$ cat src/rtl/load_store_unit_if.sv
// Data-memory bus between the load/store unit and data memory.
// The master (LSU) drives the request; the slave (memory) answers with ack and read data.
interface load_store_unit_if #(
    parameter int XLEN = 32
);
    logic            mem_req;
    logic            mem_we;
    logic [XLEN-1:0] mem_addr;
    logic [3:0]      mem_be;
    logic [XLEN-1:0] mem_wdata;
    logic            mem_ack;
    logic [XLEN-1:0] mem_rdata;

    modport master (
        output mem_req, mem_we, mem_addr, mem_be, mem_wdata,
        input  mem_ack, mem_rdata
    );

    modport slave (
        input  mem_req, mem_we, mem_addr, mem_be, mem_wdata,
        output mem_ack, mem_rdata
    );
endinterface

$ cat src/rtl/load_store_unit.sv
// RV32I memory-access stage: byte enables, lane-replicated store data, req/ack handshake
// with wait-state timeout, and sign/zero-extended load data returned to writeback.
module load_store_unit #(
    parameter int XLEN     = 32,
    parameter int MAX_WAIT = 16
) (
    input  logic                i_clock,
    input  logic                i_reset,
    input  logic                i_start,
    input  logic                i_is_store,
    input  logic [2:0]          i_funct3,
    input  logic [XLEN-1:0]     i_alu_result,
    input  logic [XLEN-1:0]     i_store_data,
    output logic                o_busy,
    output logic                o_done,
    output logic [XLEN-1:0]     o_load_data,
    output logic                o_misaligned,
    output logic                o_timeout,
    load_store_unit_if.master   mem
);

    localparam int WAIT_W = (MAX_WAIT > 1) ? $clog2(MAX_WAIT) : 1;
    localparam logic [WAIT_W-1:0] WAIT_LAST = WAIT_W'(MAX_WAIT - 1);

    typedef enum logic [1:0] {
        S_IDLE,
        S_ERR,
        S_REQ,
        S_RESP
    } state_t;

    state_t            r_state;
    state_t            w_next;
    logic              r_is_store;
    logic [2:0]        r_funct3;
    logic [XLEN-1:0]   r_addr;
    logic [XLEN-1:0]   r_store_data;
    logic [WAIT_W-1:0] r_wait_cnt;
    logic              r_timeout;
    logic [XLEN-1:0]   r_load_data;

    logic              w_bad;
    logic              w_timeout_hit;
    logic [3:0]        w_be;
    logic [XLEN-1:0]   w_wdata;
    logic [XLEN-1:0]   w_rshift;
    logic [XLEN-1:0]   w_load_ext;

    // Unknown funct3 values are folded into the misaligned error path.
    function automatic logic f_bad(input logic is_store, input logic [2:0] funct3,
                                   input logic [1:0] addr_lo);
        logic bad;
        case (funct3)
            3'b000:  bad = 1'b0;
            3'b001:  bad = addr_lo[0];
            3'b010:  bad = |addr_lo;
            3'b100:  bad = is_store;
            3'b101:  bad = is_store | addr_lo[0];
            default: bad = 1'b1;
        endcase
        return bad;
    endfunction

    assign w_bad = f_bad(i_is_store, i_funct3, i_alu_result[1:0]);

    // NOTE: sequential state uses non-blocking assignments so every register samples pre-edge values.
    always_ff @(posedge i_clock) begin
        if (i_reset) begin
            r_state      <= S_IDLE;
            r_is_store   <= 1'b0;
            r_funct3     <= '0;
            r_addr       <= '0;
            r_store_data <= '0;
            r_wait_cnt   <= '0;
            r_timeout    <= 1'b0;
            r_load_data  <= '0;
        end else begin
            r_state   <= w_next;
            r_timeout <= w_timeout_hit;
            if (r_state == S_IDLE && i_start) begin
                r_is_store   <= i_is_store;
                r_funct3     <= i_funct3;
                r_addr       <= i_alu_result;
                r_store_data <= i_store_data;
            end
            if (r_state != S_REQ) begin
                r_wait_cnt <= '0;
            end else if (!mem.mem_ack) begin
                r_wait_cnt <= r_wait_cnt + 1'b1;
            end
            if (r_state == S_REQ && mem.mem_ack && !r_is_store) begin
                r_load_data <= w_load_ext;
            end
        end
    end

    // NOTE: every always_comb output gets a default first so no path can infer a latch.
    always_comb begin
        w_next        = r_state;
        w_timeout_hit = 1'b0;
        case (r_state)
            S_IDLE: if (i_start) w_next = w_bad ? S_ERR : S_REQ;
            S_ERR:  w_next = S_IDLE;
            S_REQ: begin
                if (mem.mem_ack) begin
                    w_next = S_RESP;
                end else if (r_wait_cnt == WAIT_LAST) begin
                    w_next        = S_RESP;
                    w_timeout_hit = 1'b1;
                end
            end
            S_RESP: w_next = S_IDLE;
            default: w_next = S_IDLE;
        endcase
    end

    always_comb begin
        w_be    = 4'b1111;
        w_wdata = r_store_data;
        case (r_funct3[1:0])
            2'b00: begin
                w_be    = 4'b0001 << r_addr[1:0];
                w_wdata = {4{r_store_data[7:0]}};
            end
            2'b01: begin
                w_be    = 4'b0011 << r_addr[1:0];
                w_wdata = {2{r_store_data[15:0]}};
            end
            default: ;
        endcase
    end

    // Halfword accesses are 2-aligned, so a byte-granular shift also selects the right half.
    always_comb begin
        w_rshift = mem.mem_rdata >> {r_addr[1:0], 3'b000};
        case (r_funct3)
            3'b000:  w_load_ext = {{(XLEN-8){w_rshift[7]}}, w_rshift[7:0]};
            3'b001:  w_load_ext = {{(XLEN-16){w_rshift[15]}}, w_rshift[15:0]};
            3'b100:  w_load_ext = {{(XLEN-8){1'b0}}, w_rshift[7:0]};
            3'b101:  w_load_ext = {{(XLEN-16){1'b0}}, w_rshift[15:0]};
            default: w_load_ext = w_rshift;
        endcase
    end

    assign o_busy        = (r_state != S_IDLE);
    assign o_done        = (r_state == S_ERR) || (r_state == S_RESP);
    assign o_misaligned  = (r_state == S_ERR);
    assign o_timeout     = (r_state == S_RESP) && r_timeout;
    assign o_load_data   = r_load_data;

    assign mem.mem_req   = (r_state == S_REQ);
    assign mem.mem_we    = (r_state == S_REQ) && r_is_store;
    assign mem.mem_addr  = (r_state == S_REQ) ? {r_addr[XLEN-1:2], 2'b00} : '0;
    assign mem.mem_be    = (r_state == S_REQ) ? w_be : 4'b0000;
    assign mem.mem_wdata = (r_state == S_REQ && r_is_store) ? w_wdata : '0;

endmodule

$ cat src/flat_wrapper.sv
// flat-port wrapper written by rule: the top's interface ports become plain ports
module load_store_unit_flat 
#(
    parameter int XLEN     = 32,
    parameter int MAX_WAIT = 16
)
  (i_clock, i_reset, i_start, i_is_store, i_funct3, i_alu_result, i_store_data, o_busy, o_done, o_load_data, o_misaligned, o_timeout, mem_mem_req, mem_mem_we, mem_mem_addr, mem_mem_be, mem_mem_wdata, mem_mem_ack, mem_mem_rdata);
  load_store_unit_if #(.XLEN(XLEN)) mem_i ();
  input  logic i_clock;
  input  logic i_reset;
  input  logic i_start;
  input  logic i_is_store;
  input  logic [2:0] i_funct3;
  input  logic [XLEN-1:0] i_alu_result;
  input  logic [XLEN-1:0] i_store_data;
  output logic o_busy;
  output logic o_done;
  output logic [XLEN-1:0] o_load_data;
  output logic o_misaligned;
  output logic o_timeout;
  output wire logic [$bits(mem_i.mem_req)-1:0] mem_mem_req;
  output wire logic [$bits(mem_i.mem_we)-1:0] mem_mem_we;
  output wire logic [$bits(mem_i.mem_addr)-1:0] mem_mem_addr;
  output wire logic [$bits(mem_i.mem_be)-1:0] mem_mem_be;
  output wire logic [$bits(mem_i.mem_wdata)-1:0] mem_mem_wdata;
  input wire logic [$bits(mem_i.mem_ack)-1:0] mem_mem_ack;
  input wire logic [$bits(mem_i.mem_rdata)-1:0] mem_mem_rdata;
  assign mem_mem_req = mem_i.mem_req;
  assign mem_mem_we = mem_i.mem_we;
  assign mem_mem_addr = mem_i.mem_addr;
  assign mem_mem_be = mem_i.mem_be;
  assign mem_mem_wdata = mem_i.mem_wdata;
  assign mem_i.mem_ack = mem_mem_ack;
  assign mem_i.mem_rdata = mem_mem_rdata;
  load_store_unit #(.XLEN(XLEN), .MAX_WAIT(MAX_WAIT)) u_core (.i_clock(i_clock), .i_reset(i_reset), .i_start(i_start), .i_is_store(i_is_store), .i_funct3(i_funct3), .i_alu_result(i_alu_result), .i_store_data(i_store_data), .o_busy(o_busy), .o_done(o_done), .o_load_data(o_load_data), .o_misaligned(o_misaligned), .o_timeout(o_timeout), .mem(mem_i));
endmodule
$ cat config.mk
export PLATFORM = sky130hd
export DESIGN_NAME = load_store_unit_flat
export DESIGN_NICKNAME = d
export VERILOG_FILES = /design/src/rtl/load_store_unit_if.sv /design/src/rtl/load_store_unit.sv /design/src/flat_wrapper.sv
export SDC_FILE = /design/constraint.sdc
export NUM_CORES = 1
export LEC_CHECK = 0
export BUFFER_PORTS_ARGS = -buffer_cell sky130_fd_sc_hd__buf_2
export CAP_MARGIN = 20
export CORE_UTILIZATION = 49
export DETAILED_ROUTE_END_ITERATION = 12
export GPL_ROUTABILITY_DRIVEN = 0
export PLACE_DENSITY_LB_ADDON = 0.3
export RECOVER_POWER = 25
export SYNTH_ARGS = -nofsm -noshare
export SYNTH_HDL_FRONTEND = slang
export SYNTH_SLANG_ARGS = --single-unit
$ cat constraint.sdc
create_clock -name i_clock -period 2.1 [get_ports i_clock]
set_input_delay 0.21 -clock i_clock [delete_from_list [all_inputs] [get_ports i_clock]]
set_output_delay 0.21 -clock i_clock [all_outputs]
set_load 0.01 [all_outputs]
# == After elaboration in Yosys (flattened, before gate mapping) ==
# Cells that the tools add are included.
# word_totals
regBits,107
inputBits,104
# classes
add_sub_neg,1
eq_ne,15
n_shift,3
mux,13
bitwise,2
n_reduce_logical,17
# ops
cell,count
case mux 32 bit (4 select lines),1
2-to-1 mux 32 bit,2
case mux 32 bit (2 select lines),1
>> shifter 32 x 5 -> 32 bit,1
equality test 3 bit (second input constant),4
2-to-1 mux 2 bit,4
case mux 4 bit (2 select lines),1
equality test 3 x 1 -> 1 bit (second input constant),2
zero test 3 bit,2
case mux 2 bit (3 select lines),1
OR reduction 2 bit,3
logical AND 1 bit,5
case mux 1 bit (5 select lines),1
adder 4 x 1 -> 4 bit (second input constant),1
equality test 2 x 1 -> 1 bit (second input constant),2
equality test 2 bit (second input constant),2
equality test 4 bit (second input constant),1
zero test 2 bit,2
2-to-1 mux 4 bit,1
!= test 2 bit (second input constant),2
<< shifter 1 x 2 -> 4 bit (first input constant),1
<< shifter 2 x 2 -> 4 bit (first input constant),1
equality test 3 x 2 -> 1 bit (second input constant),1
!= test 3 x 1 -> 1 bit (second input constant),1
other kinds (8),8

# == Depth between registers and ports, before layout ==
# depth
ltp_word,5
ltp_mapped,7
mapped_depth_nobuf,5

# == Worst setup path after synthesis ==
# No wires, ideal clock.
# synth_timing
path_type,register to register
startpoint,reg u_core.r_addr[1]
endpoint,reg u_core.r_load_data[20] (netlist: u_core.o_load_data[20])
setup_time_ns,0.136
arrival_time_ns,1.384
required_time_ns,1.964
path_slack_ns,0.580
path_stages_with_launch,7
synth_period_minus_slack_ns,1.520
cell_sequence,dfxtp_1 -> buf_6 -> mux2_4 -> a32o_1 -> o21ai_4 -> buf_6 -> a211oi_1
# synth_via
elab_chain_cells,2
# synth_lines
element,line_no,source
from (decl),load_store_unit.sv:36,logic [XLEN-1:0] r_addr;
from (signal assigned),load_store_unit.sv:83,r_addr <= i_alu_result;
>> shifter 32 x 5 -> 32 bit,load_store_unit.sv:135,"w_rshift = mem.mem_rdata >> {r_addr[1:0], 3'b000};"
case mux 32 bit (4 select lines),load_store_unit.sv:136,case (r_funct3)
to (signal assigned),load_store_unit.sv:92,r_load_data <= w_load_ext;
to (decl),load_store_unit.sv:40,logic [XLEN-1:0] r_load_data;
# Every way passes these cells.
# A chain may end at the register's enable or synchronous reset.

# == Worst setup path after layout ==
# layout_timing
startpoint,reg u_core.r_funct3[0]
endpoint,out mem_mem_wdata[8]
# layout_via
elab_chain_cells,3
word_cells_on_any_way,4
cone_classes,1 x eq/ne; 2 x mux; 1 x reduce/logical
# layout_lines
element,line_no,source
from (decl),load_store_unit.sv:35,logic [2:0] r_funct3;
from (signal assigned),load_store_unit.sv:82,r_funct3 <= i_funct3;
equality test 2 x 1 -> 1 bit / zero test 2 bit (equally long branches),load_store_unit.sv:120,case (r_funct3[1:0])
case mux 32 bit (2 select lines) *,load_store_unit.sv:120,
2-to-1 mux 32 bit *,load_store_unit.sv:155,assign mem.mem_wdata = (r_state == S_REQ && r_is_store) ? w_wdata : '0;
to (decl),flat_wrapper.sv:25,output wire logic [$bits(mem_i.mem_wdata)-1:0] mem_mem_wdata;
# Every way passes the cells marked *; elsewhere a longest branch is shown, timed or not.

==> summary.md <==
### Run status
- result of the run: complete, no violations

### CTS
- number of H-tree levels: 3
- setup fix buffers added after clock tree synthesis: 0
- clock tree from TritonCTS: built
- cell at the root of the clock tree: sky130_fd_sc_hd__clkbuf_8
- post-CTS clock slew at the launch and capture registers of the worst setup and hold paths: 100 ps
- cts bufs inserted: 9
- cts hold-fix bufs: 0
- Worst-Skew Late Latency: 370 ps
- total clock sinks: 107
- CTS Buffer Depth: 2

### Worst setup path
- start-to-end type of the worst setup path: reg2out
- stage delay of the slowest cell on the critical path: 360 ps
- worst reg2reg path depth: 6
- data arrival time of the critical path: 1810 ps
- required time at the worst-slack endpoint: 1890 ps
- worst-path fanout max: 17
- CP endpoint kind: output port
- Startpoint Class: register
- reg-to-reg setup timing slack: 200 ps
- terminus of the critical flop-to-flop path: u_core.o_load_data[15]
- Critical-path top delay cell: sky130_fd_sc_hd__or2_2
- reg2reg start: u_core.r_addr[1]
- chain of cells forming the critical path: buf_4 > or2_2 > nand2_1 > a21oi_1 > buf_2

### Power
- cell internal pwr: 3.15 mW
- Cell Pwr Density: 681 mW/mm2
- share of total power consumed by net switching: 28.6%
- part of the total power dissipated in sequential elements: 50.6%
- largest voltage drop on the vdd net: 0.328 mV
- total power: 4.42 mW
- relative contribution of combinational cells to total power: 18.1%
- clock share of power: 31.2%
- Switch Pwr: 1.26 mW
- leakage power figure: 2.81 nW

### Synthesis
- flip-flop and latch count after synthesis: 107
- sequential-to-total area share from yosys stat: 40.9%
- most used flip-flop cell after synthesis: sky130_fd_sc_hd__dfxtp_1
- Syn. warnings: 0
- cell area after synthesis: 0.00524 mm2
- number of enable-type register cells in the synthesized netlist: 0
- average cell area after synthesis: 7.55 um2
- number of standard cells after synthesis: 694
- number of distinct standard cells referenced by the synthesized netlist: 44
- ys async rst share: 0%

### Floorplan
- number of rows in the core area: 37
- number of ports placed on the die boundary: 210
- Initial Util: 50.7%
- horizontal die dimension: 105 um
- core area: 0.0103 mm2
- DIE AREA: 0.0111 mm2
- vertical extent of the die: 105 um

### Global routing
- Remaining Overflow, GRT: 0
- global routing usage summed across all routing layers: 26.8%
- number of antenna violations at the first check in global routing: 0
- number of global-route vias before repair: 5071
- pin count of the biggest net entering global routing: 69
- first-pass GRT wire length: 23900 um

### Drt
- DRC violation count after routing: 0
- Iter 0 DRT Violations: 280
- via density per instance: 5.33
- Via Count: 5371
- overall routed net length: 15200 um
- final antenna-violating net count: 0
- first-pass iteration count of the detailed router: 7
- average detailed-routed wire length per instance: 15.0 um

### Timing
- count of pins over their slew limit: 0
- RSZ-0062 raised after global routing: no
- Fin Clk Skew: 8.18 ps
- transition time at the pin with the least slew margin: 744 ps
- achievable frequency: 496 MHz
- final setup fails: 0
- Setup TNS: 0 ps
- final count of hold timing violations: 0
- final cycle utilization of the critical path: 96.1%
- tightest slew margin relative to the limit: 50.4%
- time the final worst path needs with I/O delays and setup: 2020 ps

### Job
- number of max-capacitance violations reported: 0

### Final layout
- total of fill cells in the finished design: 948
- leading cell types in the layout, fill and taps excluded: sky130_fd_sc_hd__nand2_1 (178), sky130_fd_sc_hd__buf_2 (172), sky130_fd_sc_hd__a21oi_1 (112)
- number of diodes added for antenna fixing: 0
- FF/Latch Area: 0.00215 mm2
- number of nets in the layout: 973
- final core utilization: 62.8%
- most common library cell in the layout ignoring fill and taps: sky130_fd_sc_hd__nand2_1
- fraction of final layout cells sized beyond drive strength 1: 25.6%
- total area of multi-input combinational cells: 0.00277 mm2
- Syn-to-layout area delta: 23.8%

### Placed design
- post-DP HPWL: 11000 um
- input/output buffers: 207

### Hold path
- classification of the worst-slack hold path: in2reg
- number of cells on the worst hold path: 3
- launch point of the worst hold path: i_store_data[18]
- worst-case hold path end point: u_core.r_store_data[18]

## flip-flops by register name, summed over array words and instances, names as in the netlist
signal,count
u_core.o_load_data,32
u_core.r_timeout,1
u_core.r_store_data,32
u_core.r_wait_cnt,4
u_core.r_is_store,1
u_core.r_funct3,3
u_core.r_addr,32
u_core.r_state,2
## routing by layer
| layer | vias to the layer above | wire (um) | global-route usage (%) |
|---|---|---|---|
| li1 | 2637 | - | - |
| met2 | 250 | 7320 | 46.1 |
| met1 | 2452 | 6260 | 32.4 |
| met4 | 0 | 365 | 10.1 |
| met5 | - | 0 | 0 |
| met3 | 32 | 1210 | 6.37 |
## worst max-delay path, delay by kind of cell (launching register included)
family	cells	cell delay, ps
AND/OR/NAND/NOR	2	460
buffers and inverters	2	430
flip-flops	1	350
AO/OA/AOI/OAI	1	200
## Yosys cell counts (2+ instances only)
cell	number	area share (%)
sky130_fd_sc_hd__o2bb2ai_1	7	1.2
sky130_fd_sc_hd__inv_1	7	0.50
sky130_fd_sc_hd__nor3_1	14	1.3
sky130_fd_sc_hd__buf_2	16	1.5
sky130_fd_sc_hd__buf_1	2	0.14
sky130_fd_sc_hd__nor2b_1	2	0.24
sky130_fd_sc_hd__and2_1	31	3.7
sky130_fd_sc_hd__buf_6	5	1.1
sky130_fd_sc_hd__nor2_1	70	5.0
sky130_fd_sc_hd__a211oi_1	12	1.7
sky130_fd_sc_hd__a211oi_2	5	1.2
sky130_fd_sc_hd__nand2_1	179	13
sky130_fd_sc_hd__buf_4	4	0.57
sky130_fd_sc_hd__a31oi_1	2	0.24
sky130_fd_sc_hd__a21oi_1	112	11
sky130_fd_sc_hd__clkbuf_1	34	2.4
sky130_fd_sc_hd__dfxtp_1	107	41
sky130_fd_sc_hd__and3_1	9	1.1
sky130_fd_sc_hd__o21ai_0	3	0.29
sky130_fd_sc_hd__mux2i_1	40	7.6
sky130_fd_sc_hd__xor2_1	3	0.50
sky130_fd_sc_hd__or2_2	2	0.24
sky130_fd_sc_hd__nand3_1	7	0.67
## worst max path at each step
stage,end,from
6_report,mem_mem_wdata[8],u_core.r_funct3[0]
4_1_cts,mem_mem_wdata[8],u_core.r_state[1]
2_1_floorplan,u_core.o_load_data[20],u_core.r_addr[1]
5_1_grt,mem_mem_be[2],u_core.r_addr[0]
3_3_place_gp,u_core.o_load_data[15],u_core.r_addr[1]
3_5_place_dp,u_core.o_load_data[15],u_core.r_addr[1]
## cell families after synthesis
logic type	Yosys count	synth area share [%]
other	1	0.0716
xor gates and xnor gates	4	0.669
AOI/OAI and AO/OA	148	16.6
buffers and inverters	68	6.26
DFF	107	40.9
muxes	42	8.36
adders and majority gates	1	0.239
and+or+nand+nor	323	26.9
## cell type report
class	count	area share, %
multi-input combinational	520	42.8
sequential	107	33.1
timing repair buffer	223	17.7
tap	136	2.62
clock buffer	10	2.12
clock inverter	5	1.20
inverter	7	0.463
## what timing repair did
action                                  4_1_cts  5_1_grt
gates resized for setup                       1        8
cloned                                        0        0
endpoints found under the setup margin        3       50
## power groups by stage
stage / Sequential (mW) / Combinational, mW / Clock (mW)
2_1_floorplan: 2.26 / 0.539 / 0
3_3_place_gp: 2.27 / 0.786 / 0
3_5_place_dp: 2.28 / 0.806 / 0
4_1_cts: 2.23 / 0.810 / 1.39
5_1_grt: 2.25 / 0.882 / 1.49
6_report: 2.24 / 0.801 / 1.38
## per-stage QoR
stage / instances / hold slack (ps) / setup WS, ps / instance area [um2]
floorplan: 695 / 346 / 580 / 5240
global placement: 993 / 438 / 289 / 6300
detailed placement: 993 / 443 / 216 / 6300
CTS: 1008 / 56.3 / -7.59 / 6520
global route: 1008 / 52.7 / 3.02 / 6480
finish: 1008 / 64.6 / 81.9 / 6480
(Power assumes the default switching activity.)
